$ cat src/rtl/div_issue_ctrl.sv
`default_nettype none
// =============================================================================
// div_issue_ctrl : EX-side issue, stall and HI/LO commit for the iterative divider
// Revision: 1.0
// =============================================================================
module div_issue_ctrl #(
    parameter int DATA_W  = 32,
    parameter int TIMEOUT = 40,
    parameter int CNT_W   = 6
) (
    input  logic              clk,
    input  logic              rst_n,
    input  logic              ex_div_req,
    input  logic              ex_div_signed,
    input  logic [DATA_W-1:0] ex_rs,
    input  logic [DATA_W-1:0] ex_rt,
    input  logic              flush,
    input  logic              mthi_we,
    input  logic              mtlo_we,
    input  logic [DATA_W-1:0] hilo_wdata,
    output logic              stall_req,
    output logic              div_en,
    output logic              div_signed,
    output logic [DATA_W-1:0] div_a,
    output logic [DATA_W-1:0] div_b,
    input  logic [DATA_W-1:0] div_q,
    input  logic [DATA_W-1:0] div_r,
    input  logic              div_busy,
    input  logic              div_done,
    input  logic              div_ovf,
    output logic [DATA_W-1:0] hi,
    output logic [DATA_W-1:0] lo,
    output logic              div0_pulse,
    output logic              timeout_err
);

    typedef enum logic [2:0] {
        S_IDLE  = 3'd0,
        S_ISSUE = 3'd1,
        S_WAIT  = 3'd2,
        S_DONE  = 3'd3,
        S_DRAIN = 3'd4
    } state_t;

    // Watchdog fires on the TIMEOUT-th WAIT cycle (counter starts at 0 in the first one)
    localparam logic [CNT_W-1:0] C_WD_LAST = CNT_W'(TIMEOUT - 1);

    state_t           r_state;
    state_t           w_next;
    logic [CNT_W-1:0] r_wd_cnt;
    logic             w_accept;
    logic             w_commit;
    logic             w_timeout;

    always_comb begin
        w_next    = r_state;
        w_accept  = 1'b0;
        w_commit  = 1'b0;
        w_timeout = 1'b0;
        stall_req = 1'b0;
        case (r_state)
            S_IDLE: begin
                if (ex_div_req && !flush) begin
                    w_accept  = 1'b1;
                    stall_req = 1'b1;
                    w_next    = S_ISSUE;
                end
            end
            S_ISSUE: begin
                stall_req = 1'b1;
                w_next    = flush ? S_DRAIN : S_WAIT;
            end
            S_WAIT: begin
                stall_req = 1'b1;
                // A result landing with the flush is simply dropped: divider is already idle
                if (flush) begin
                    w_next = div_done ? S_IDLE : S_DRAIN;
                end else if (div_done) begin
                    w_commit = 1'b1;
                    w_next   = S_DONE;
                end else if (r_wd_cnt == C_WD_LAST) begin
                    w_timeout = 1'b1;
                    w_next    = S_DRAIN;
                end
            end
            S_DONE: begin
                w_next = S_IDLE;
            end
            S_DRAIN: begin
                stall_req = ex_div_req;
                if (!div_busy) begin
                    w_next = S_IDLE;
                end
            end
            default: begin
                w_next = S_IDLE;
            end
        endcase
    end

    always_ff @(posedge clk or negedge rst_n) begin
        if (!rst_n) begin
            r_state     <= S_IDLE;
            r_wd_cnt    <= '0;
            timeout_err <= 1'b0;
        end else begin
            r_state <= w_next;
            if (r_state != S_WAIT) begin
                r_wd_cnt <= '0;
            end else if (r_wd_cnt != C_WD_LAST) begin
                r_wd_cnt <= r_wd_cnt + 1'b1;
            end
            if (w_timeout) begin
                timeout_err <= 1'b1;
            end
        end
    end

    always_ff @(posedge clk or negedge rst_n) begin
        if (!rst_n) begin
            div_en     <= 1'b0;
            div_signed <= 1'b0;
            div_a      <= '0;
            div_b      <= '0;
        end else begin
            div_en <= w_accept;
            if (w_accept) begin
                div_a      <= ex_rs;
                div_b      <= ex_rt;
                div_signed <= ex_div_signed;
            end
        end
    end

    // The in-flight divide is younger than any MTHI/MTLO in WB, so it wins
    always_ff @(posedge clk or negedge rst_n) begin
        if (!rst_n) begin
            hi         <= '0;
            lo         <= '0;
            div0_pulse <= 1'b0;
        end else begin
            div0_pulse <= w_commit && div_ovf;
            if (w_commit) begin
                hi <= div_r;
                lo <= div_q;
            end else begin
                if (mthi_we) begin
                    hi <= hilo_wdata;
                end
                if (mtlo_we) begin
                    lo <= hilo_wdata;
                end
            end
        end
    end

endmodule
`default_nettype wire

$ cat config.mk
export PLATFORM = sky130hd
export DESIGN_NAME = div_issue_ctrl
export DESIGN_NICKNAME = d
export VERILOG_FILES = /design/src/rtl/div_issue_ctrl.sv
export SDC_FILE = /design/constraint.sdc
export NUM_CORES = 1
export LEC_CHECK = 0
export BUFFER_PORTS_ARGS = -buffer_cell sky130_fd_sc_hd__buf_4
export CORE_ASPECT_RATIO = 0.75
export CORE_MARGIN = 3
export CORE_UTILIZATION = 51
export CTS_CLUSTER_SIZE = 28
export DETAILED_ROUTE_END_ITERATION = 10
export PLACE_DENSITY_LB_ADDON = 0.08
export SYNTH_ARGS = -nofsm -noshare
export SYNTH_HDL_FRONTEND = slang
export SYNTH_SLANG_ARGS = --single-unit
export TNS_END_PERCENT = 1
$ cat constraint.sdc
create_clock -name clk -period 2.4 [get_ports clk]
set_input_delay 0.36 -clock clk [delete_from_list [all_inputs] [get_ports clk]]
set_output_delay 0.36 -clock clk [all_outputs]
set_load 0.1 [all_outputs]
==> reports/metrics.csv, run 1 <==
stage,metric,value,unit
logic_synthesis,synth_xor_area_frac,0.00269,
sta,min_period,2040,ps
logic_synthesis,synth_top_family_by_area,multiplexers,
logic_synthesis,synthTopCellsByArea,"dfrtp_1 54%, mux2_2 20%, mux2_4 18%",
sta,worstMarginPinSlew,682,ps
cells_and_area,fillers,798,
global_routing,busiest_layer,met2,
global_routing,first_global_vias,4994,
cells_and_area,n_antenna_cell,0,
logic_synthesis,yosysTopAreaCell,dfrtp_1,
clock_network,cts_buffer_depth,2,
cells_and_area,final_common_cell,buf_4,
critical_path,cp.arrival,1680,ps
sta,max_freq,491,MHz
cells_and_area,final_cell_count_no_fill,894,
logic_synthesis,syn-num-nets,584,
floorplanning,die_x,137,um
critical_path,worstReg2RegEnd,div_b[9],
sta,maxSlewHeadroom,0.545,
critical_path,r2r-start,r_state[1],
logic_synthesis,yosys.area_share.adder,0.00192,
hold_path,hold_depth,3,
global_routing,grt_usage,0.249,
sta,setup_viol,0,
clock_network,h-tree-depth,4,
clock_network,cts_tree,built,
routing,viasPerCell,5.13,
sta,fin_setup_tns,0,ps
logic_synthesis,syn_avg_cell_area,15.8,um2
critical_path,cp-start-kind,flop,
floorplanning,initial_core_util,0.526,
floorplanning,num_rows,35,
sta,post-route-period-util,0.849,
routing,dr.pass1.iters,4,
critical_path,cp.required,2040,ps
routing,routed-via-count,4583,
logic_synthesis,synth_mux_area_frac,0.379,
cells_and_area,drive_gt1_frac,0.738,
routing,routedWlPerCell,19.9,um
global_routing,antenna_found_initial,0,
clock_network,postCtsSetupRepairBufs,0,
logic_synthesis,yosysUniqueCellTypes,34,
global_routing,met1_usage,0.300,
global_routing,grt_max_degree,72,
sta,hold_violations,0,
routing,ant_nets,0,
logic_synthesis,synthesis.area,6520,um2
floorplanning,io_pins,303,
cells_and_area,final_area,9550,um2
critical_path,critPathKind,reg -> out,
logic_synthesis,synth_cells,413,
place,dp_cells,863,
critical_path,cp_max_fo,10,
hold_path,min_path_type,in -> reg,
place,hpwlAfterDp,13.1,mm
clock_network,root_buffer,clkbuf_16,
flow_run,maxCapViolations,0,
floorplanning,core_area,12400,um2
clock_network,clk_pin_slew,60,ps
sta,rsz0062_at_grt,no,
cells_and_area,nNetsFinal,888,
global_routing,grt_pass1_wl,27.4,mm
logic_synthesis,synth-compound-area-share,0.0146,
place,gp_congestion,0.781,
floorplanning,dieHeight,104,um
critical_path,worstRegToRegCells,4,
clock_network,clk_latency,410,ps
logic_synthesis,synth_top_area_frac,0.541,
critical_path,critical_path.startpoint,r_state[2],
routing,totalWireLength,17.7,mm
logic_synthesis,synth.ff_latch_count,141,
logic_synthesis,synthSimpleGateAreaFrac,0.0305,
global_routing,grt_util_met3,0.0716,
critical_path,critPathCaptureType,primary output,
floorplanning,fp.dieArea,14200,um2
sta,maxSlewViolCount,0,
logic_synthesis,ys_warn_count,0,
global_routing,grt.overflow.total,0,
cells_and_area,final_cell_mix,"304 x buf_4, 141 x dfrtp_1, 116 x mux2_2",
run_status,run_status,completed,
routing,drt_iter0_drc,215,
cells_and_area,syn2layout_area_growth,46.3,%
sta,skew,9.40,ps
routing,drc_errors,0,
cells_and_area,multi_input_area,2820,um2
logic_synthesis,synth-seq-area-share,0.541,
global_routing,gr-usage-met2,0.427,
clock_network,cts_sinks,141,
place,postPlaceCellArea,8940,um2
hold_path,hold_end,div0_pulse,
clock_network,numCtsBuffers,17,
hold_path,worstHoldStart,div_ovf,
critical_path,r2r_slack,450,ps
place,io_buffer_count,302,
cells_and_area,seq_area,3530,um2
==> flip-flops by register name, summed over array words and instances, names as in the netlist <==
name and cells:
div_a 32, div_b 32, hi 32, lo 32, r_wd_cnt 6, r_state 3, div0_pulse 1, div_en 1
div_signed 1, timeout_err 1
==> layout make-up <==
class | count | area share
Sequential cell | 141 | 0.370
Clock buffer | 20 | 0.0478
Inverter | 3 | 0.00118
Timing Repair Buffer | 310 | 0.250
Clock inverter | 10 | 0.0147
Tap cell | 166 | 0.0218
Multi-Input combinational cell | 244 | 0.295
==> repair_timing <==
item / in CTS / in global routing
gates resized for setup: 0 / 0
hold buffers: 1 / 0
endpoints found under the hold margin: 18 / 0
==> critical path: stages (launching register included) <==
cell	delay, ps
dfrtp_1	560
mux2i_1	330
o32ai_2	130
buf_4	250
==> through the flow <==
stage               worst slack, ps  utilization  hold slack, ps
detailed placement              460        0.721             429
CTS                             376        0.770             154
finish                          363        0.770             169
global route                    321        0.770             160
floorplan                       201            -            64.4
global placement                548        0.721             426
==> logic make-up after synthesis <==
family,count (synthesis)
xor+xnor,2
mux,194
simple gates,32
buf+inv,28
compound gates,15
fa+ha+maj,1
flops,141
==> how the worst max path moves through the flow <==
| stage | to | cells past startpoint |
|---|---|---|
| 2_1_floorplan | stall_req | 2 |
| 3_3_place_gp | div_b[9] | 4 |
| 3_5_place_dp | div_b[9] | 4 |
| 4_1_cts | stall_req | 3 |
| 5_1_grt | stall_req | 3 |
| 6_report | stall_req | 3 |
==> Yosys cell counts <==
cell,count
dfrtp_1,141
mux2_2,116
mux2_4,77
buf_2,12
buf_6,10
nor2_1,7
a21oi_1,5
nor3_1,4
inv_1,3
nand2_1,3
nand3_1,3
o21ai_0,3
a211oi_1,2
clkbuf_1,2
nand3_2,2
nor2b_1,2
o32ai_1,2
or3_1,2
xor2_1,2
a21boi_0,1
a21o_1,1
a22oi_1,1
and2_1,1
buf_4,1
ha_1,1
mux2i_1,1
nand2b_1,1
nand3b_1,1
nor2_4,1
nor2b_4,1
nor3b_1,1
nor4bb_1,1
or3b_2,1
or4b_1,1
==> layer usage <==
metal	part of all wire	vias to the layer above
met5	0	-
met4	0.025	0
met3	0.073	32
met2	0.52	180
met1	0.38	2282
li1	-	2089
Power of run 1 is not shown: default switching activity piles up to over one toggle a cycle in this logic, so the estimate is an artifact.
==> inputs of run 2 (changes only) <==
--- a/config.mk
+++ b/config.mk
@@ -8,7 +8,7 @@
 export BUFFER_PORTS_ARGS = -buffer_cell sky130_fd_sc_hd__buf_4
 export CORE_ASPECT_RATIO = 0.75
 export CORE_MARGIN = 3
-export CORE_UTILIZATION = 51
+export CORE_UTILIZATION = 47
 export CTS_CLUSTER_SIZE = 28
 export DETAILED_ROUTE_END_ITERATION = 10
 export PLACE_DENSITY_LB_ADDON = 0.08
==> constraint.sdc (replaced) <==
create_clock -name clk -period 1.99 [get_ports clk]
set_input_delay 0.2985 -clock clk [delete_from_list [all_inputs] [get_ports clk]]
set_output_delay 0.2985 -clock clk [all_outputs]
set_load 0.1 [all_outputs]
==> run 2 against run 1 <==
  * Critical endpoint unchanged
  * Die area increased by 8.1%
  * Register-to-register slack got worse by 220 ps
  * First-iteration DRC count decreased by 13%
==> reports/metrics.csv, run 2 (synthesis gave the netlist of run 1 again) <==
stage,metric,value,unit
routing,viasPerCell,5.01,
sta,skew,8.34,ps
clock_network,root_buffer,clkbuf_16,
sta,max_freq,533,MHz
critical_path,critPathSlowestCell,dfrtp_2,
sta,maxSlewViolCount,0,
clock_network,cts_buffer_depth,2,
global_routing,grt.overflow.total,0,
cells_and_area,n_antenna_cell,0,
cells_and_area,multi_input_area,2830,um2
place,hpwlAfterDp,13.3,mm
global_routing,antenna_found_initial,0,
global_routing,grt_max_degree,60,
clock_network,postCtsSetupRepairBufs,0,
flow_run,maxCapViolations,0,
global_routing,grt_usage,0.232,
sta,rsz0062_at_grt,no,
sta,hold_violations,0,
sta,post-route-period-util,0.943,
routing,drc_errors,0,
floorplanning,initial_core_util,0.491,
routing,routed-via-count,4541,
clock_network,cts_sinks,141,
clock_network,clk_latency,420,ps
place,gp_congestion,0.825,
floorplanning,fp.dieArea,15300,um2
floorplanning,core_area,13300,um2
critical_path,cp_max_fo,10,
sta,fin_setup_tns,0,ps
critical_path,crit_chain,nor2b_1 -> mux2i_1 -> o32ai_4 -> buf_6,
cells_and_area,drive_gt1_frac,0.744,
routing,drt_iter0_drc,188,
critical_path,r2r_slack,230,ps
clock_network,h-tree-depth,4,
floorplanning,io_pins,303,
routing,ant_nets,0,
routing,totalWireLength,17.7,mm
routing,highest_layer,met4,
place,postPlaceCellArea,9030,um2
sta,maxSlewHeadroom,0.615,
cells_and_area,seq_area,3530,um2
critical_path,cp.arrival,1580,ps
sta,min_period,1880,ps
cells_and_area,final_common_cell,buf_4,
cells_and_area,nNetsFinal,893,
cells_and_area,final_cell_mix,"305 x buf_4, 139 x dfrtp_1, 116 x mux2_2",
routing,routedWlPerCell,19.5,um
critical_path,cp-start-kind,flop,
critical_path,r2r-start,r_state[1],
clock_network,numCtsBuffers,17,
floorplanning,num_rows,36,
critical_path,critPathKind,reg -> out,
critical_path,crit_path_max_incr_delay,480,ps
run_status,run_status,completed,
critical_path,critical_path.startpoint,r_state[1],
critical_path,cp.required,1690,ps
floorplanning,die_x,142,um
routing,dr_wl_met3,1.43,mm
floorplanning,dieHeight,108,um
clock_network,cts_tree,built,
cells_and_area,syn2layout_area_growth,47.8,%
critical_path,critPathCaptureType,primary output,
critical_path,worstRegToRegCells,4,
global_routing,first_global_vias,4928,
global_routing,grt_pass1_wl,27.3,mm
cells_and_area,fin_util,0.726,
hold_path,min_path_type,in -> reg,
routing,dr.pass1.iters,4,
routing,routedLengthMet1,7.05,mm
cells_and_area,fillers,895,
hold_path,hold_depth,3,
sta,worstMarginPinSlew,578,ps
cells_and_area,final_area,9640,um2
hold_path,worstHoldStart,div_ovf,
routing,routed-wl-met2,8.88,mm
clock_network,clk_pin_slew,60,ps
sta,setup_viol,0,
place,io_buffer_count,302,
[run 2: changes by cell type in the layout (fill, tap and decap cells not counted), sizes merged]
cell,before,now
bufinv,3,2
clkinv,3,8
clkinvlp,3,1
inv,4,5
clkbuf,20,19
buf,309,314
[run 2: through the flow]
step | hold slack [ps] | setup slack (ps) | instances
finish | 96.6 | 113 | 906
global placement | 313 | 260 | 873
floorplan | 2.91 | 303 | 413
detailed placement | 316 | 209 | 873
global route | 82.0 | 23.8 | 906
CTS | 80.8 | 23.4 | 906
[run 2: worst max-delay path, delay by kind of cell (launching register included)]
kind | cells | cell delay [ps]
flops | 1 | 480
compound gates | 1 | 140
mux | 1 | 130
buf+inv | 1 | 260
simple gates | 1 | 150
[run 2: what timing repair did]
| action | CTS | global route |
|---|---|---|
| gates resized for setup | 2 | 1 |
| hold endpoints to repair | 55 | 0 |
| setup endpoints to repair | 1 | 1 |
| hold buffers | 1 | 0 |
[run 2: cell type report]
type,count,share of cell area
clock buffer,19,0.0470
timing repair buffer,315,0.255
multi-input combinational,244,0.294
inverter,3,0.00117
tap,171,0.0222
clock inverter,13,0.0145
sequential,141,0.366
[run 2: layer usage]
| metal | track usage | up-vias |
|---|---|---|
| met5 | 0 | - |
| met4 | 0.0747 | 0 |
| met3 | 0.0853 | 26 |
| met2 | 0.380 | 184 |
| met1 | 0.288 | 2233 |
| li1 | - | 2098 |
[run 2: path summary, 6_finish.rpt]
check                         endpoint
max in group asynchronous   r_state[2]
setup / recovery             stall_req
setup reg to reg             div_a[27]
hold reg to reg            timeout_err
min in group asynchronous    div_a[25]
hold / removal              div0_pulse
Power of run 2 is left out for the same reason.
==> inputs of run 3 (changes only) <==
--- a/config.mk
+++ b/config.mk
@@ -12,6 +12,7 @@
 export CTS_CLUSTER_SIZE = 28
 export DETAILED_ROUTE_END_ITERATION = 10
 export PLACE_DENSITY_LB_ADDON = 0.08
+export RECOVER_POWER = 50
 export SYNTH_ARGS = -nofsm -noshare
 export SYNTH_HDL_FRONTEND = slang
 export SYNTH_SLANG_ARGS = --single-unit
==> run 3 against run 2 <==
  * Via count up 0.20%
  * Sequential cell count unchanged
  * Sequential share of layout area up 0.67 points
  * Worst hold slack about the same
  * Fmax about the same
  * Critical path type unchanged
  * Worst setup slack improved by 1.7 ps
  * Global-route usage stayed put
  * Critical endpoint unchanged
  * Final cell count stayed put
  * Die area is the same
  * First-iteration DRC count down 11%
==> reports/metrics.csv, run 3 (synthesis gave the netlist of run 1 again) <==
stage,metric,value,unit
critical_path,critPathKind,reg -> out,
sta,fin_setup_tns,0,ps
cells_and_area,drive_gt1_frac,0.741,
critical_path,cp.required,1690,ps
place,pre_cts_ws,209,ps
global_routing,grt_usage,0.232,
routing,dr.pass1.iters,4,
routing,routedWlPerCell,19.5,um
global_routing,grt_max_degree,60,
clock_network,clk_pin_slew,60,ps
clock_network,numCtsBuffers,17,
critical_path,critPathCaptureType,primary output,
hold_path,worstHoldStart,div_ovf,
cells_and_area,fillers,938,
critical_path,r2r_slack,230,ps
critical_path,worstRegToRegCells,4,
routing,ant_nets,0,
flow_run,maxCapViolations,0,
clock_network,clk_latency,420,ps
floorplanning,initial_core_util,0.491,
global_routing,antenna_found_initial,0,
sta,setup_viol,0,
global_routing,gr-usage-met2,0.380,
cells_and_area,syn2layout_area_growth,45.1,%
critical_path,cp_max_fo,10,
floorplanning,io_pins,303,
clock_network,postCtsSetupRepairBufs,0,
sta,maxSlewHeadroom,0.439,
clock_network,cts_tree,built,
critical_path,cp.arrival,1580,ps
sta,rsz0062_at_grt,no,
sta,skew,8.18,ps
critical_path,cp-start-kind,flop,
floorplanning,dieHeight,108,um
routing,viasPerCell,5.02,
global_routing,grt.overflow.total,0,
hold_path,hold_end,div0_pulse,
sta,hold_violations,0,
clock_network,h-tree-depth,4,
place,gp_congestion,0.825,
hold_path,hold_depth,3,
critical_path,r2r-start,r_state[1],
clock_network,root_buffer,clkbuf_16,
sta,post-route-period-util,0.942,
cells_and_area,n_antenna_cell,0,
hold_path,min_path_type,in -> reg,
critical_path,worstReg2RegEnd,div_a[27],
cells_and_area,final_common_cell,buf_4,
floorplanning,num_rows,36,
routing,totalWireLength,17.7,mm
routing,drc_errors,0,
global_routing,first_global_vias,4928,
floorplanning,core_area,13300,um2
routing,drt_iter0_drc,168,
sta,finalWorstSetupSlack,115,ps
clock_network,cts_buffer_depth,2,
global_routing,grt_pass1_wl,27.3,mm
routing,routed-via-count,4550,
sta,min_period,1870,ps
sta,worstMarginPinSlew,842,ps
place,hpwlAfterDp,13.3,mm
global_routing,grt_util_met3,0.0853,
floorplanning,die_x,142,um
sta,max_freq,533,MHz
floorplanning,fp.dieArea,15300,um2
global_routing,busiest_layer,met2,
place,io_buffer_count,302,
clock_network,cts_sinks,141,
sta,maxSlewViolCount,0,
run_status,run_status,completed,
cells_and_area,final_cell_mix,"243 x buf_4, 139 x dfrtp_1, 116 x mux2_2",
global_routing,met1_usage,0.288,
cells_and_area,nNetsFinal,893,
run 3: repair_timing:
| action | in CTS | in global routing |
|---|---|---|
| endpoints found under the hold margin | 55 | 0 |
| setup endpoints to repair | 1 | 1 |
| resized for setup | 2 | 1 |
| hold buffers | 1 | 0 |
run 3: layout make-up:
cell class                      instances  area (um2)  share of cell area
Sequential cell                       141        3530               0.373
Timing Repair Buffer                  315        2290               0.242
Inverter                                3        11.3             0.00119
Multi-Input combinational cell        244        2830               0.299
Tap cell                              171         214              0.0226
Clock buffer                           19         453              0.0478
Clock inverter                         13         140              0.0148
run 3: worst max path at each step:
stage                          start        end  cells past startpoint
after floorplan           r_state[0]  stall_req                      3
after global placement    r_state[1]  div_a[31]                      4
after detailed placement  r_state[1]  div_a[29]                      4
after CTS                 r_state[1]  stall_req                      4
after global routing      r_state[1]  stall_req                      4
final                     r_state[1]  stall_req                      4
run 3: metrics by stage:
| step | hold slack, ps | instance area, um2 | instances | util |
|---|---|---|---|---|
| final | 96.5 | 9470 | 906 | 0.713 |
| after CTS | 80.8 | 9640 | 906 | 0.726 |
| after global routing | 82.0 | 9470 | 906 | 0.713 |
| after global placement | 313 | 9030 | 873 | 0.680 |
| after detailed placement | 316 | 9030 | 873 | 0.680 |
| after floorplan | 2.91 | 6540 | 413 | - |
run 3: critical path: stages, from the launching register on:
cell	delay [ps]
dfrtp_2	480
nor2b_1	150
mux2i_1	120
o32ai_4	140
buf_6	260
run 3: per-layer routing:
| metal | vias up | share of wire |
|---|---|---|
| met5 | - | 0 |
| met4 | 0 | 0.020 |
| met3 | 28 | 0.079 |
| met2 | 184 | 0.50 |
| met1 | 2240 | 0.40 |
| li1 | 2098 | - |
Power of run 3 is left out for the same reason.
